--- src/rtl/crc_pkg.sv ---
// Shared types and helpers for the streaming CRC engine: FSM encoding,
// well-known generator polynomials and a byte bit-reversal helper.
package crc_pkg;

  typedef enum logic [1:0] {
    ST_IDLE = 2'd0,
    ST_RUN  = 2'd1,
    ST_HOLD = 2'd2
  } state_e;

  localparam logic [31:0] POLY_CRC32 = 32'h04c11db7;
  localparam logic [15:0] POLY_CCITT = 16'h1021;
  localparam logic [3:0]  POLY_CRC4  = 4'h3;

  function automatic logic [7:0] byte_reflect(input logic [7:0] b);
    logic [7:0] r;
    for (int i = 0; i < 8; i++) r[i] = b[7-i];
    return r;
  endfunction

endpackage

--- src/rtl/crc_byte_update.sv ---
// Combinational advance of a C_GEN_WIDTH CRC register by one byte:
// optional byte reflection, then eight MSB-first shift/XOR steps.
module crc_byte_update
  import crc_pkg::*;
#(
  parameter int          C_GEN_WIDTH  = 32,
  parameter logic [31:0] C_GEN_SEQ    = POLY_CRC32,
  parameter bit          C_IN_REFLECT = 1'b1
) (
  input  logic [C_GEN_WIDTH-1:0] crc_in,
  input  logic [7:0]             data_byte,
  output logic [C_GEN_WIDTH-1:0] crc_out
);

  localparam logic [C_GEN_WIDTH-1:0] POLY = C_GEN_SEQ[C_GEN_WIDTH-1:0];

  always_comb begin
    logic [7:0]             b;
    logic [C_GEN_WIDTH-1:0] c;
    logic                   fb;
    b = C_IN_REFLECT ? byte_reflect(data_byte) : data_byte;
    c = crc_in;
    for (int i = 7; i >= 0; i--) begin
      fb = c[C_GEN_WIDTH-1] ^ b[i];
      c  = {c[C_GEN_WIDTH-2:0], 1'b0};
      if (fb) c = c ^ POLY;
    end
    crc_out = c;
  end

endmodule

--- src/rtl/crc_stream_engine.sv ---
// Multi-lane streaming CRC generator/checker with sof/eof framing, keep mask on eof
// and a held valid/ready result port. Define CRC_CHECK_EN to build the residue check.
module crc_stream_engine
  import crc_pkg::*;
#(
  parameter int          C_DWIDTH      = 32,
  parameter int          C_GEN_WIDTH   = 32,
  parameter logic [31:0] C_GEN_SEQ     = 32'h04c11db7,
  parameter logic [31:0] C_INIT        = 32'hffffffff,
  parameter logic [31:0] C_XOR_OUT     = 32'hffffffff,
  parameter bit          C_IN_REFLECT  = 1'b1,
  parameter bit          C_OUT_REFLECT = 1'b1,
  parameter logic [31:0] C_RESIDUE     = 32'hc704dd7b,
  parameter int          C_LEN_WIDTH   = 16
) (
  input  logic                     I_clk,
  input  logic                     I_rst,
  input  logic [C_DWIDTH-1:0]      I_data,
  input  logic                     I_data_v,
  input  logic                     I_sof,
  input  logic                     I_eof,
  input  logic [C_DWIDTH/8-1:0]    I_keep,
  output logic                     O_ready,
  output logic [C_GEN_WIDTH-1:0]   O_crc,
  output logic [C_LEN_WIDTH-1:0]   O_len,
  output logic                     O_crc_v,
  input  logic                     I_crc_ready,
  output logic                     O_crc_ok,
  output logic                     O_frame_err
);

  localparam int NB = C_DWIDTH / 8;
  localparam int CW = $clog2(NB + 1);
  localparam int W  = C_GEN_WIDTH;
  localparam int LW = C_LEN_WIDTH;
  localparam logic [W-1:0] INIT = C_INIT[W-1:0];
  localparam logic [W-1:0] XOUT = C_XOR_OUT[W-1:0];

  state_e          state_q, state_d;
  logic [W-1:0]    crc_reg_q, crc_reg_d;
  logic [LW-1:0]   len_acc_q, len_acc_d;
  logic            ready_q, ready_d;
  logic            crc_v_q, crc_v_d;
  logic [W-1:0]    crc_q, crc_d;
  logic [LW-1:0]   len_q, len_d;
  logic            frame_err_q, frame_err_d;
`ifdef CRC_CHECK_EN
  localparam logic [W-1:0] RESIDUE = C_RESIDUE[W-1:0];
  logic            crc_ok_q, crc_ok_d;
`endif

  logic                 accept;
  logic                 restart;
  logic [NB-1:0]        keep_eff;
  logic [CW-1:0]        nbytes;
  logic [NB:0][W-1:0]   stage;
  logic [NB-1:0][W-1:0] upd;
  logic [W-1:0]         crc_next;
  logic [W-1:0]         crc_final;
  logic [LW:0]          len_sum;
  logic [LW-1:0]        len_next;

  assign accept  = I_data_v & ready_q;
  assign restart = (state_q == ST_IDLE) | I_sof;

  // Keep is honoured only on eof and only up to its first zero bit.
  always_comb begin
    logic run;
    run      = 1'b1;
    keep_eff = '0;
    nbytes   = '0;
    for (int i = 0; i < NB; i++) begin
      run         = run & (~I_eof | I_keep[i]);
      keep_eff[i] = run;
      nbytes      = nbytes + CW'(run);
    end
  end

  assign stage[0] = restart ? INIT : crc_reg_q;

  for (genvar g = 0; g < NB; g++) begin : g_lane
    crc_byte_update #(
      .C_GEN_WIDTH (W),
      .C_GEN_SEQ   (C_GEN_SEQ),
      .C_IN_REFLECT(C_IN_REFLECT)
    ) u_upd (
      .crc_in   (stage[g]),
      .data_byte(I_data[8*g +: 8]),
      .crc_out  (upd[g])
    );
    assign stage[g+1] = keep_eff[g] ? upd[g] : stage[g];
  end

  assign crc_next = stage[NB];
  assign len_sum  = {1'b0, (restart ? {LW{1'b0}} : len_acc_q)} + (LW+1)'(nbytes);
  assign len_next = len_sum[LW] ? {LW{1'b1}} : len_sum[LW-1:0];

  always_comb begin
    logic [W-1:0] r;
    r = crc_next;
    if (C_OUT_REFLECT) begin
      for (int i = 0; i < W; i++) r[i] = crc_next[W-1-i];
    end
    crc_final = r ^ XOUT;
  end

  always_comb begin
    state_d     = state_q;
    crc_reg_d   = crc_reg_q;
    len_acc_d   = len_acc_q;
    ready_d     = ready_q;
    crc_v_d     = crc_v_q;
    crc_d       = crc_q;
    len_d       = len_q;
    frame_err_d = 1'b0;
`ifdef CRC_CHECK_EN
    crc_ok_d    = crc_ok_q;
`endif
    case (state_q)
      ST_IDLE, ST_RUN: begin
        if (accept) begin
          // In IDLE a missing sof is the error; in RUN an extra sof is.
          frame_err_d = (state_q == ST_IDLE) ? ~I_sof : I_sof;
          if (state_q == ST_RUN || I_sof) begin
            crc_reg_d = crc_next;
            len_acc_d = len_next;
            state_d   = ST_RUN;
            if (I_eof) begin
              state_d = ST_HOLD;
              ready_d = 1'b0;
              crc_v_d = 1'b1;
              crc_d   = crc_final;
              len_d   = len_next;
`ifdef CRC_CHECK_EN
              crc_ok_d = (crc_next == RESIDUE);
`endif
            end
          end
        end
      end
      ST_HOLD: begin
        if (I_crc_ready) begin
          state_d = ST_IDLE;
          ready_d = 1'b1;
          crc_v_d = 1'b0;
        end
      end
      default: begin
        state_d = ST_IDLE;
        ready_d = 1'b1;
        crc_v_d = 1'b0;
      end
    endcase
  end

  always_ff @(posedge I_clk) begin
    if (I_rst) begin
      state_q     <= ST_IDLE;
      crc_reg_q   <= '0;
      len_acc_q   <= '0;
      ready_q     <= 1'b1;
      crc_v_q     <= 1'b0;
      crc_q       <= '0;
      len_q       <= '0;
      frame_err_q <= 1'b0;
`ifdef CRC_CHECK_EN
      crc_ok_q    <= 1'b0;
`endif
    end else begin
      state_q     <= state_d;
      crc_reg_q   <= crc_reg_d;
      len_acc_q   <= len_acc_d;
      ready_q     <= ready_d;
      crc_v_q     <= crc_v_d;
      crc_q       <= crc_d;
      len_q       <= len_d;
      frame_err_q <= frame_err_d;
`ifdef CRC_CHECK_EN
      crc_ok_q    <= crc_ok_d;
`endif
    end
  end

  assign O_ready     = ready_q;
  assign O_crc_v     = crc_v_q;
  assign O_crc       = crc_q;
  assign O_len       = len_q;
  assign O_frame_err = frame_err_q;
`ifdef CRC_CHECK_EN
  assign O_crc_ok    = crc_ok_q;
`else
  assign O_crc_ok    = 1'b0;
`endif

endmodule

--- config.mk ---
export PLATFORM = sky130hd
export DESIGN_NAME = crc_stream_engine
export DESIGN_NICKNAME = d
export VERILOG_FILES = /design/src/rtl/crc_pkg.sv /design/src/rtl/crc_byte_update.sv /design/src/rtl/crc_stream_engine.sv
export SDC_FILE = /design/constraint.sdc
export NUM_CORES = 1
export LEC_CHECK = 0
export ABC_AREA = 1
export ABC_CLOCK_PERIOD_IN_PS = 7300
export BUFFER_PORTS_ARGS = -buffer_cell sky130_fd_sc_hd__buf_2
export CAP_MARGIN = 10
export CORE_ASPECT_RATIO = 1.25
export CORE_MARGIN = 5
export CORE_UTILIZATION = 30
export CTS_CLUSTER_DIAMETER = 100
export DETAILED_ROUTE_END_ITERATION = 10
export SKIP_CTS_REPAIR_TIMING = 1
export SYNTH_ARGS = -nofsm -noshare
export SYNTH_HDL_FRONTEND = slang
export SYNTH_SLANG_ARGS = --single-unit
--- constraint.sdc ---
create_clock -name I_clk -period 7.3 [get_ports I_clk]
set_input_delay 0.365 -clock I_clk [delete_from_list [all_inputs] [get_ports I_clk]]
set_output_delay 0.365 -clock I_clk [all_outputs]
set_load 0.03 [all_outputs]
# Word-level counts from Yosys, hierarchy flattened
# Index checks and enable logic that the tools add are counted.
# op_classes
add_sub_neg,4
n_eq_ne,6
n_mux,55
bitwise_logic,78
reduce_logical,8
# op_table
cell,n
27-bit 2-to-1 mux,32
14-bit NOT,32
32-bit 2-to-1 mux,5
16-bit 2-to-1 mux,2
32-bit NOT,1
1-bit XOR,32
16-bit by 3-bit adder with 17-bit output,1
1-bit 2-to-1 mux,9
2-bit 2-to-1 mux,4
2-bit inequality test (second input constant),4
4-bit AND reduction,2
3-bit AND reduction,2
1-bit bitwise OR,5
1-bit AND,4
1-bit NOT,4
1-bit case mux with 2 select lines,2
2-bit case mux with 2 select lines,1
2-bit by 1-bit adder with 3-bit output,1
3-bit by 1-bit adder with 3-bit output,1
3-bit OR reduction,1
1-bit by 1-bit adder with 2-bit output,1
2-bit by 1-bit == test with 1-bit output (second input constant),1
2-bit == test (second input constant),1
2-bit logical NOT,1
2 further kinds,2
# word_totals
reg_bits,101
inputBits,42
output_inout_bits,52
elab_cells,159

# Longest topological paths before layout
# Gate-level depths: netlist of the first run.
# logic_depth
depth_word,72
mapped_depth,42
depth_no_buf,40

# Cells and area by module
# Synthesis of the first run repeated with hierarchy kept, for this count alone.
# hier_totals
cells_unflattened,2454
hier_area_um2,13472.9
# modules_own_cells
module,n_inst,cells_per_inst,area_each_um2,seq_area_each_um2
crc_stream_engine,1,1598,8523.2,2021.9
crc_byte_update,4,214,1237.4,0.0

# Least setup slack after synthesis of the first run
# Ideal clock, no wire load.
# synth_timing
kind,input -> register
from,input port I_eof
to,register len_q[11] (netlist: O_len[11])
arrival_ps,5552
required_time_ps,7230
slack_ps,1678
stages,30
n_path_buf,7
path_cell_list,inv_1 nor2_2 inv_2 buf_2 nand2_1 inv_1 buf_2 buf_2 o21ai_1 inv_1 buf_4 buf_2 o21ai_1 buf_2 buf_1 o21ai_0 fa_1 inv_1 fa_1 nor3_1 nand4_1 nor3_1 nand4_1 nor3_1 nand4_1 nor3_1 inv_2 o21ai_0 a21oi_1 a21oi_1
# synth_between
elab_chain_len,8
word_cells_on_any_way,14
cone_classes,4 x add/sub; 1 x mux; 8 x bitwise; 1 x reduce/logical
# synth_lines
element,line,rtl
from (decl),crc_stream_engine.sv:21,"input logic I_eof,"
1-bit NOT,crc_stream_engine.sv:73,run = run & (~I_eof | I_keep[i]);
1-bit bitwise OR,crc_stream_engine.sv:73,
1-bit AND,crc_stream_engine.sv:73,
1-bit by 1-bit adder with 2-bit output / 1-bit AND (equally long branches),"crc_stream_engine.sv:75, crc_stream_engine.sv:73",
2-bit by 1-bit adder with 3-bit output / 1-bit AND (equally long branches),"crc_stream_engine.sv:75, crc_stream_engine.sv:73",
3-bit by 1-bit adder with 3-bit output,crc_stream_engine.sv:75,nbytes = nbytes + CW'(run);
16-bit by 3-bit adder with 17-bit output,crc_stream_engine.sv:95,"assign len_sum = {1'b0, (restart ? {LW{1'b0}} : len_acc_q)} + (LW+1)'(nbytes);"
16-bit 2-to-1 mux,crc_stream_engine.sv:96,assign len_next = len_sum[LW] ? {LW{1'b1}} : len_sum[LW-1:0];
to (signal assigned),crc_stream_engine.sv:176,len_q <= len_d;
to (decl),crc_stream_engine.sv:45,"logic [LW-1:0] len_q, len_d;"
# Several ways; a longest one is shown, not always the timed one.
# A chain may end at the register's enable or synchronous reset.

# Worst setup path after layout of the first run
# layout_timing
from,register state_q[1]
to,register crc_q[19] (netlist: O_crc[19])
# layout_between
elab_chain_len,49
word_cells_on_any_way,106
cone_classes,1 x eq/ne; 37 x mux; 64 x bitwise; 4 x reduce/logical
# layout_lines
element,line,rtl
from (decl),crc_stream_engine.sv:39,"state_e state_q, state_d;"
from (signal assigned),crc_stream_engine.sv:170,state_q <= state_d;
2-bit logical NOT,"crc_stream_engine.sv:64, crc_stream_engine.sv:119",
1-bit bitwise OR,crc_stream_engine.sv:64,assign restart = (state_q == ST_IDLE) | I_sof;
32-bit 2-to-1 mux,crc_stream_engine.sv:79,assign stage[0] = restart ? INIT : crc_reg_q;
"1-bit XOR, or another cell as far along",crc_byte_update.sv:24,fb = c[C_GEN_WIDTH-1] ^ b[i];
27-bit 2-to-1 mux / 14-bit NOT (equally long branches) (3 in series),--,
27-bit 2-to-1 mux,crc_byte_update.sv:26,if (fb) c = c ^ POLY;
14-bit NOT (no line) / 27-bit 2-to-1 mux (equally long branches),--,
27-bit 2-to-1 mux / 14-bit NOT (equally long branches) (3 in series),--,
[29 not listed],--,
"14-bit NOT (no line), or another cell as far along",--,
27-bit 2-to-1 mux,crc_byte_update.sv:26,
14-bit NOT (no line) / 1-bit XOR (equally long branches),--,
27-bit 2-to-1 mux,crc_byte_update.sv:26,
14-bit NOT (no line) / 1-bit XOR (equally long branches),--,
27-bit 2-to-1 mux,crc_byte_update.sv:26,
32-bit 2-to-1 mux,crc_stream_engine.sv:91,assign stage[g+1] = keep_eff[g] ? upd[g] : stage[g];
32-bit NOT (no line),--,
to (signal assigned),crc_stream_engine.sv:175,crc_q <= crc_d;
to (decl),crc_stream_engine.sv:44,"logic [W-1:0] crc_q, crc_d;"
# Several ways; a longest one is shown, not always the timed one.

==> flow_summary.toml, run 1 <==
[outcome]
outcome = "finished, final reports clean"

[setup_path]
cp.required_ps = 7510
r2r_cells = 32
path_max_fanout = 33
path_class = "register to register"
crit_buf_inv = 2
cp_top_family = "simple AND/OR/NAND/NOR gates"
critPathSlowestCell = "ha_2"
endpoint_kind = "register"
slowest_delay_ps = 770
r2r_start = "state_q[1]"
critPathLaunchType = "register"
cp.arrival_ps = 6170
path_depth = 32
r2r_setup_slack_ps = 1350
r2r_end = "O_crc[19]"
cp_common_cell = "nand2_1"

[worst_hold_path]
worstHoldPathType = "input port to register"
hold_end = "O_frame_err"
hold_depth = 3
hold_start = "I_data_v"

[floorplan]
start_util_pct = 30.4
core_sq_um = 37400
die_y_um = 228
die_w_um = 184
fp.dieArea_sq_um = 41900
rows = 79
ios = 94

[global_route]
grt_pass1_vias = 12100
grt_overflow_total = 0
grt.total_usage_pct = 21.8
grt_start_max_net_pins = 84
grt_pass1_wl_um = 70800
antenna_found_initial = 0

[power_and_ir_drop]
p_per_area_nw_per_um2 = 290
leakage_nw = 6.82
p_sw_share_pct = 57.0
combPwrFrac_pct = 68.4
ir_worst_vdd_mv = 0.144
power.internal_w = 0.00155
pwr-share-seq_pct = 17.6
p_sw_w = 0.00206
clkPwrFrac_pct = 14.0

[synth]
synth.distinct_cells = 48
synth_top_area_share_pct = 25.7
synth_fp_nets = 2093
yosysSeqAreaShare_pct = 17.8
synthXorXnorAreaFrac_pct = 6.44
synthSimpleGateAreaFrac_pct = 53.0
synth_top_family_by_area = "simple AND/OR/NAND/NOR gates"
synth_area_sq_um = 11400
post-synth-top-area-cell = "nand2_1"
synthMuxAreaShare_pct = 0
synth_compound_area_share_pct = 11.6
synth_adder_area_share_pct = 0.573
synth_cells = 2047
synthTopCellsByArea = "nand2_1 26%, dfxtp_1 18%, nand3_1 12%"
synth.ff_latch_count = 101
synth_area_per_cell_sq_um = 5.55
yosys_warnings = 0

[route]
dr.first_iter.drc_count = 1153
drtPass1Iterations = 5
vias = 13200
ant_nets = 0
totalWireLength_um = 46900
wl_per_cell_um = 18.2
viasPerCell = 5.11
drc = 0

[clock_network]
cts_max_path_buffers = 2
cts.sinks = 101
cts_tree = "built"
numCtsBuffers = 9
htreeDepth = 3
clkTransAtPathRegs_ps = 80
clkLatencyLatePin_ps = 370
root_buffer = "clkbuf_16"

[cells_and_area]
fin_cells = 2581
num_antenna_cells = 0
nFillCells = 4256
drive_above_1_share_pct = 14.6
fin_util_pct = 33.4
syn_to_final_growth_pct = 9.80
finalNetCount = 2136

[timing]
slew_headroom_pct = 25.9
fin_worst_skew_ps = 14.5
setup_viol = 0
rsz0062_at_grt = "no"
hold_viol = 0
fin_crit_ps = 5950
tns_ps = 0
maxClockFrequency_mhz = 168
drv_slew = 0
finalCritPeriodShare_pct = 81.5
tightest_slew_ps = 1110

[flow_run]
max_cap_violations = 0

[placement]
placedCellCount = 2565
gp_congestion = 0.950
io_buffer_count = 92
post-dp-hpwl_um = 37600
[layer usage]
layer  share of wire, %  wire length, um  global-route usage (%)
met5                  0                0                       0
met4                5.1             2380                    10.3
met3                4.9             2320                    1.79
met2                 47            22200                    36.9
met1                 43            20000                    28.1
[cell families (layout without fill, tap and decap cells)]
logic type      Yosys count  after routing
compound gates          243            243
other cells               1              1
flops                   101            101
simple gates           1329           1329
xor+xnor                 81             81
fa+ha+maj                 4              4
buf+inv                 288            336
[power by group through the flow]
stage / Clock, W / Sequential [W] / Combinational [W]
after floorplan: 0 / 0.000678 / 0.00171
after global placement: 0 / 0.000647 / 0.00242
after detailed placement: 0 / 0.000647 / 0.00244
after CTS: 0.000515 / 0.000635 / 0.00245
after global routing: 0.000539 / 0.000640 / 0.00272
final: 0.000506 / 0.000636 / 0.00248
[worst register-to-register path, delay by kind of cell (launching register included)]
kind,cells,cell delay [ps]
and+or+nand+nor,27,4000
adders and majority gates,1,770
AOI/OAI and AO/OA,2,480
buffers and inverters,2,200
DFF,1,360
[synthesized netlist by cell type, drive strengths merged]
cell      n
a21boi    1
a21o      2
a21oi    74
a22oi     1
a31oi     1
buf      35
clkbuf   37
clkinv    3
conb      1
dfxtp   101
fa        2
ha        2
inv     213
nand2   886
nand3   300
nand3b    2
nand4    11
nor2    106
nor3      9
nor4      1
o211ai    6
o21a     16
o21ai   128
o21bai   12
o221ai    1
o22ai     1
or2      14
xnor2    13
xor2     68
[worst max path at each step]
stage / startpoint / to / slack (ps)
2_1_floorplan: I_eof / O_len[11] / 1680
3_3_place_gp: I_sof / O_crc[29] / 1450
3_5_place_dp: I_sof / O_crc[29] / 1420
4_1_cts: state_q[1] / O_crc[19] / 1480
5_1_grt: state_q[1] / O_crc[19] / 910
6_report: state_q[1] / O_crc[19] / 1350
[layout make-up]
type,count,area [sq um],share of cell area (%)
clock buffer,9,225,1.81
sequential,101,2020,16.2
timing repair buffer,104,551,4.41
clock inverter,7,81.3,0.652
tap,486,608,4.88
multi-input combinational,1658,8170,65.5
inverter,216,815,6.53
[sequential cells by signal (all words and copies together) (netlist names)]
register,count
O_crc,32
O_crc_v,1
O_frame_err,1
O_len,16
O_ready,1
crc_reg_q,32
len_acc_q,16
state_q,2
[cell usage in the layout (no fill, tap or decap), types with 13 or more instances in the layout]
cell	n
xnor2_1	13
inv_2	17
o21a_1	16
nand2_4	20
o21ai_0	108
inv_1	196
nand3_1	268
nand2_2	89
o21ai_1	17
buf_2	92
dfxtp_1	101
xor2_1	65
nand3_2	30
nor2_1	100
a21oi_1	73
nand2_1	777
[through the flow]
| stage | total power (W) | area (sq um) | hold WS, ps | setup WS, ps |
|---|---|---|---|---|
| 3_5_place_dp | 0.00308 | 12200 | 448 | 1420 |
| 6_report | 0.00362 | 12500 | 347 | 1350 |
| 5_1_grt | 0.00389 | 12500 | 354 | 908 |
| 3_3_place_gp | 0.00307 | 12200 | 440 | 1450 |
| 4_1_cts | 0.00360 | 12500 | 344 | 1480 |
| 2_1_floorplan | 0.00239 | 11400 | 423 | 1680 |
No activity file was read; power rests on OpenSTA's default activity.
==> run 2: changes to the inputs <==
Settings changed: ABC_CLOCK_PERIOD_IN_PS 7300 to 4920.
Clock period 7.3 ns to 4.92 ns, I/O delays scaled along.
==> run 2 against run 1 <==
  * Non-clock buffer count rose by 93
  * Critical endpoint is now crc_reg_q[16]
  * Via count rose by 2.6%
  * Clock skew rose by 0.56 ps
  * Sequential power rose by 48%
  * Register-to-register slack got worse by 1000 ps
  * Power rose by 61%
  * Combinational power rose by 67%
  * Maximum frequency rose by 30%
==> flow_summary.toml, run 2 (synthesis gave the netlist of run 1 again) <==
[outcome]
outcome = "finished, final reports clean"

[route]
ant_nets = 0
vias = 13500
drtPass1Iterations = 7
drc = 0
totalWireLength_um = 47800
viasPerCell = 5.06
dr.first_iter.drc_count = 1207
wl_per_cell_um = 17.9

[timing]
slew_headroom_pct = 22.5
tns_ps = 0
tightest_slew_ps = 1160
hold_viol = 0
rsz0062_at_grt = "yes"
finalCritPeriodShare_pct = 92.9
fin_worst_skew_ps = 15.0
drv_slew = 0
fin_hold_ws_ps = 252
setup_viol = 0
fin_crit_ps = 4570
maxClockFrequency_mhz = 219

[cells_and_area]
finalNetCount = 2229
final_cell_mix = "757 x nand2_1, 264 x nand3_1, 194 x inv_1, 102 x o21ai_0, 101 x dfxtp_1"
drive_above_1_share_pct = 20.0
final_common_cell = "nand2_1"
syn_to_final_growth_pct = 18.5
num_antenna_cells = 0

[setup_path]
cp_common_cell = "nand2_1"
critPathLaunchType = "register"
slowest_delay_ps = 350
cp.required_ps = 5140
endpoint_kind = "register"
critPathSlowestCell = "dfxtp_1"
r2r_cells = 34
path_class = "register to register"
cp.arrival_ps = 4790
path_max_fanout = 11

[clock_network]
cts_max_path_buffers = 2
clkLatencyLatePin_ps = 360
htreeDepth = 3
cts_tree = "built"
cts.sinks = 101
root_buffer = "clkbuf_16"
clkTransAtPathRegs_ps = 80
numCtsBuffers = 9

[floorplan]
start_util_pct = 30.4
core_sq_um = 37400
rows = 79
die_y_um = 228
die_w_um = 184
ios = 94
fp.dieArea_sq_um = 41900

[global_route]
antenna_found_initial = 0
grt_pass1_vias = 12400
grt_overflow_total = 0
grt_start_max_net_pins = 84
grt_pass1_wl_um = 71400
grt.total_usage_pct = 22.0

[flow_run]
max_cap_violations = 0

[power_and_ir_drop]
leakage_nw = 7.34
ir_worst_vdd_mv = 0.260
p_per_area_nw_per_um2 = 432

[placement]
post-dp-hpwl_um = 38700
gp_congestion = 1.01
io_buffer_count = 92

[worst_hold_path]
worstHoldPathType = "input port to register"
hold_depth = 3
run 2: changes by cell type in the layout (fill, tap and decap cells not counted), moves of 4 or more:
cell and delta:
buf_6 +5, nor3_1 -4, nand2_2 +10, buf_4 +86, o21ai_0 -6, nand2_4 +10, nor2_1 -4, nand3_1 -4
nand3_4 +5, nand2_1 -20
run 2: path summary, 6_finish.rpt:
| check | start | endpoint | slack (ps) |
|---|---|---|---|
| min | I_data_v | O_frame_err | 250 |
| min reg2reg | state_q[1] | state_q[0] | 460 |
| max | state_q[1] | crc_reg_q[16] | 350 |
| max reg2reg | state_q[1] | crc_reg_q[16] | 350 |
run 2: layout make-up:
cell class | count | area, sq um
fill | 4227 | 23900
multi-input combinational | 1658 | 8420
sequential | 101 | 2020
timing repair buffer | 197 | 1290
inverter | 216 | 822
tap | 486 | 608
clock buffer | 10 | 239
clock inverter | 6 | 62.6
run 2: metrics by stage:
step,total power [W],std cells,setup slack [ps],area [sq um],utilization (%)
after floorplan,0.00355,2047,11.0,11400,-
after global placement,0.00490,2650,36.3,12900,34.4
after detailed placement,0.00492,2650,-31.2,12900,34.4
after CTS,0.00567,2666,-65.9,13200,35.2
after global routing,0.00625,2674,-28.2,13500,36.0
final,0.00581,2674,349,13500,36.0
run 2: report_power, final:
| part | internal, W | switching (W) | total, W | leakage [nW] |
|---|---|---|---|---|
| Clock | 0.000371 | 0.000354 | 0.000725 | 0.148 |
| Combinational | 0.00138 | 0.00276 | 0.00414 | 6.36 |
| Sequential | 0.000895 | 0.0000481 | 0.000943 | 0.829 |
run 2: metal layers:
layer | global-route usage [%] | vias up | part of all wire (%) | wire length [um]
met5 | 0 | - | 0 | 0
met4 | 12.4 | 0 | 6.1 | 2930
met3 | 2.33 | 101 | 5.6 | 2700
met2 | 36.2 | 463 | 46 | 21900
met1 | 28.1 | 6188 | 42 | 20300
li1 | - | 6788 | - | -
run 2: critical path: cells and delay by family (launching register included):
| family | cells | cell delay (ps) |
|---|---|---|
| xor+xnor | 2 | 420 |
| simple gates | 24 | 2490 |
| fa+ha+maj | 1 | 220 |
| compound gates | 2 | 280 |
| flops | 1 | 350 |
| buf+inv | 5 | 660 |
==> run 3: changes to the inputs <==
Settings changed: ABC_AREA 1 to unset, BUFFER_PORTS_ARGS -buffer_cell sky130_fd_sc_hd__buf_2 to unset, DONT_BUFFER_PORTS set to 1, SYNTH_HIERARCHICAL set to 1.
==> run 3 against run 2 <==
  * The run now ends with negative setup slack left
  * Cell count decreased by 30%
  * Via count decreased by 28%
  * Worst setup slack got worse by 1400 ps
  * Sequential share of layout area decreased by 1.3 points
  * Register-to-register slack got worse by 1400 ps
  * Global-route usage decreased by 3.1 points
  * Maximum frequency decreased by 23%
  * Utilization increased by 5.5 points
  * Critical endpoint is now O_crc[25]
==> flow_summary.toml, run 3 <==
[timing]
rsz0062_at_grt = "yes"
fin_crit_ps = 5940
hold_viol = 0
tightest_slew_ps = 967
slew_headroom_pct = 35.6
finalCritPeriodShare_pct = 121
maxClockFrequency_mhz = 168
fin_worst_skew_ps = 17.4
tns_ps = -50080
drv_slew = 0
fin_ws_ps = -1020
setup_viol = 64
fin_hold_ws_ps = 78.6

[placement]
post-dp-hpwl_um = 30500
gp_congestion = 0.942
placedCellCount = 1765
io_buffer_count = 0

[route]
totalWireLength_um = 40800
drtPass1Iterations = 5
viasPerCell = 5.23
ant_nets = 0
dr.first_iter.drc_count = 819
vias = 9732
wl_per_cell_um = 21.9
drc = 0

[setup_path]
endpoint_kind = "register"
path_class = "register to register"
critPathLaunchType = "register"
cp.required_ps = 5200
critPathSlowestCell = "xor3_1"
path_max_fanout = 5
cp.arrival_ps = 6220
slowest_delay_ps = 480
cp_common_cell = "xnor2_4"

[synth]
yosys_warnings = 6
synth_area_per_cell_sq_um = 9.48
yosysSeqAreaShare_pct = 18.7
synth_top_flop_cell = "dfxtp_1"
synthTopCellsByArea = "dfxtp_1 19%, xnor2_1 8.5%, xnor2_4 8.1%"
async_flop_share_pct = 0
post-synth-top-area-cell = "dfxtp_1"
synth_edf_count = 0
synth_commonest_cells = "145 x nand2_1, 105 x xnor2_1, 101 x dfxtp_1"
synth_fp_nets = 1188
synth_top_area_share_pct = 18.7
synth.ff_latch_count = 101
synth_area_sq_um = 10800
synth.distinct_cells = 61
synth_cells = 1142
synth.most_common_cell = "nand2_1"

[cells_and_area]
fin_cells = 1861
multi_input_area_sq_um = 9050
seqCellArea_sq_um = 2020
final_cell_mix = "257 x buf_4, 131 x nand2_1, 100 x dfxtp_1, 97 x nor2_1, 90 x xnor2_1"
final_common_cell = "buf_4"
drive_above_1_share_pct = 37.0
syn_to_final_growth_pct = 36.3
nFillCells = 3425
finalNetCount = 1427
fin_util_pct = 41.5

[floorplan]
fp.dieArea_sq_um = 40000
core_sq_um = 35600
start_util_pct = 30.5
die_w_um = 180
die_y_um = 222
rows = 77
ios = 94

[clock_network]
cts_tree = "built"
root_buffer = "clkbuf_16"
htreeDepth = 3
cts_max_path_buffers = 2
clkTransAtPathRegs_ps = 80
clkLatencyLatePin_ps = 360
cts.sinks = 101
numCtsBuffers = 9

[global_route]
use_met1_pct = 23.8
grt_start_max_net_pins = 105
grt_pass1_wl_um = 58300
use_met3_pct = 3.19
met2_usage_pct = 31.5
antenna_found_initial = 1
top_usage_layer = "met2"
grt_pass1_vias = 9122
grt.total_usage_pct = 18.9
grt_overflow_total = 0

[flow_run]
max_cap_violations = 0

[worst_hold_path]
worstHoldPathType = "input port to register"

[outcome]
outcome = "complete, but fails checks"
violations = "negative setup slack"
==> run 3: logic make-up (layout without fill, tap and decap cells) <==
| group | count (synthesis) | count (layout) | synth area share (%) |
|---|---|---|---|
| DFF | 101 | 101 | 18.7 |
| other | 1 | 2 | 0.0346 |
| xor gates and xnor gates | 255 | 255 | 37.0 |
| and+or+nand+nor | 393 | 393 | 19.6 |
| buffers and inverters | 99 | 343 | 4.24 |
| adders and majority gates | 4 | 4 | 0.601 |
| muxes | 4 | 4 | 0.370 |
| AOI/OAI and AO/OA | 285 | 285 | 19.5 |
==> run 3: path summary, 6_finish.rpt <==
| path | endpoint | start | slack, ps | cells past startpoint |
|---|---|---|---|---|
| worst min register to register | crc_reg_q[2] | crc_reg_q[2] | 480 | 2 |
| worst min-delay path | O_ready | I_rst | 80 | 2 |
| worst max register to register | O_crc[25] | state_q[1] | -1020 | 28 |
| worst max-delay path | O_crc[25] | state_q[1] | -1020 | 28 |
==> run 3: stage by stage <==
stage               setup slack, ps  area [sq um]
global route                  -1190         14800
detailed placement            -1130         13200
finish                        -1020         14800
CTS                           -1150         13500
global placement              -1050         13200
floorplan                     -1220         11200
==> run 3: per-layer routing <==
layer | wire [um] | vias to the layer above | share of wire, %
met1 | 16300 | 4689 | 40
li1 | - | 4580 | -
met4 | 2170 | 0 | 5.3
met2 | 19800 | 371 | 49
met3 | 2490 | 92 | 6.1
met5 | 0 | - | 0
==> run 3: final cells by class <==
type,instances,area share [%]
Tap cell,474,4.02
Clock inverter,7,0.686
Multi-Input combinational cell,942,61.3
Clock buffer,9,1.53
Sequential cell,101,13.7
Antenna cell,1,0.0170
Timing Repair Buffer,319,18.5
Inverter,8,0.220
==> run 3: critical path, delay by kind of cell, from the launching register on <==
family | cells | cell delay (ps)
compound gates | 5 | 940
xor+xnor | 12 | 2960
fa+ha+maj | 1 | 170
buf+inv | 5 | 760
flops | 1 | 320
simple gates | 5 | 710
Power of run 3 is not shown: default switching activity piles up to over one toggle a cycle in this logic, so the estimate is an artifact.
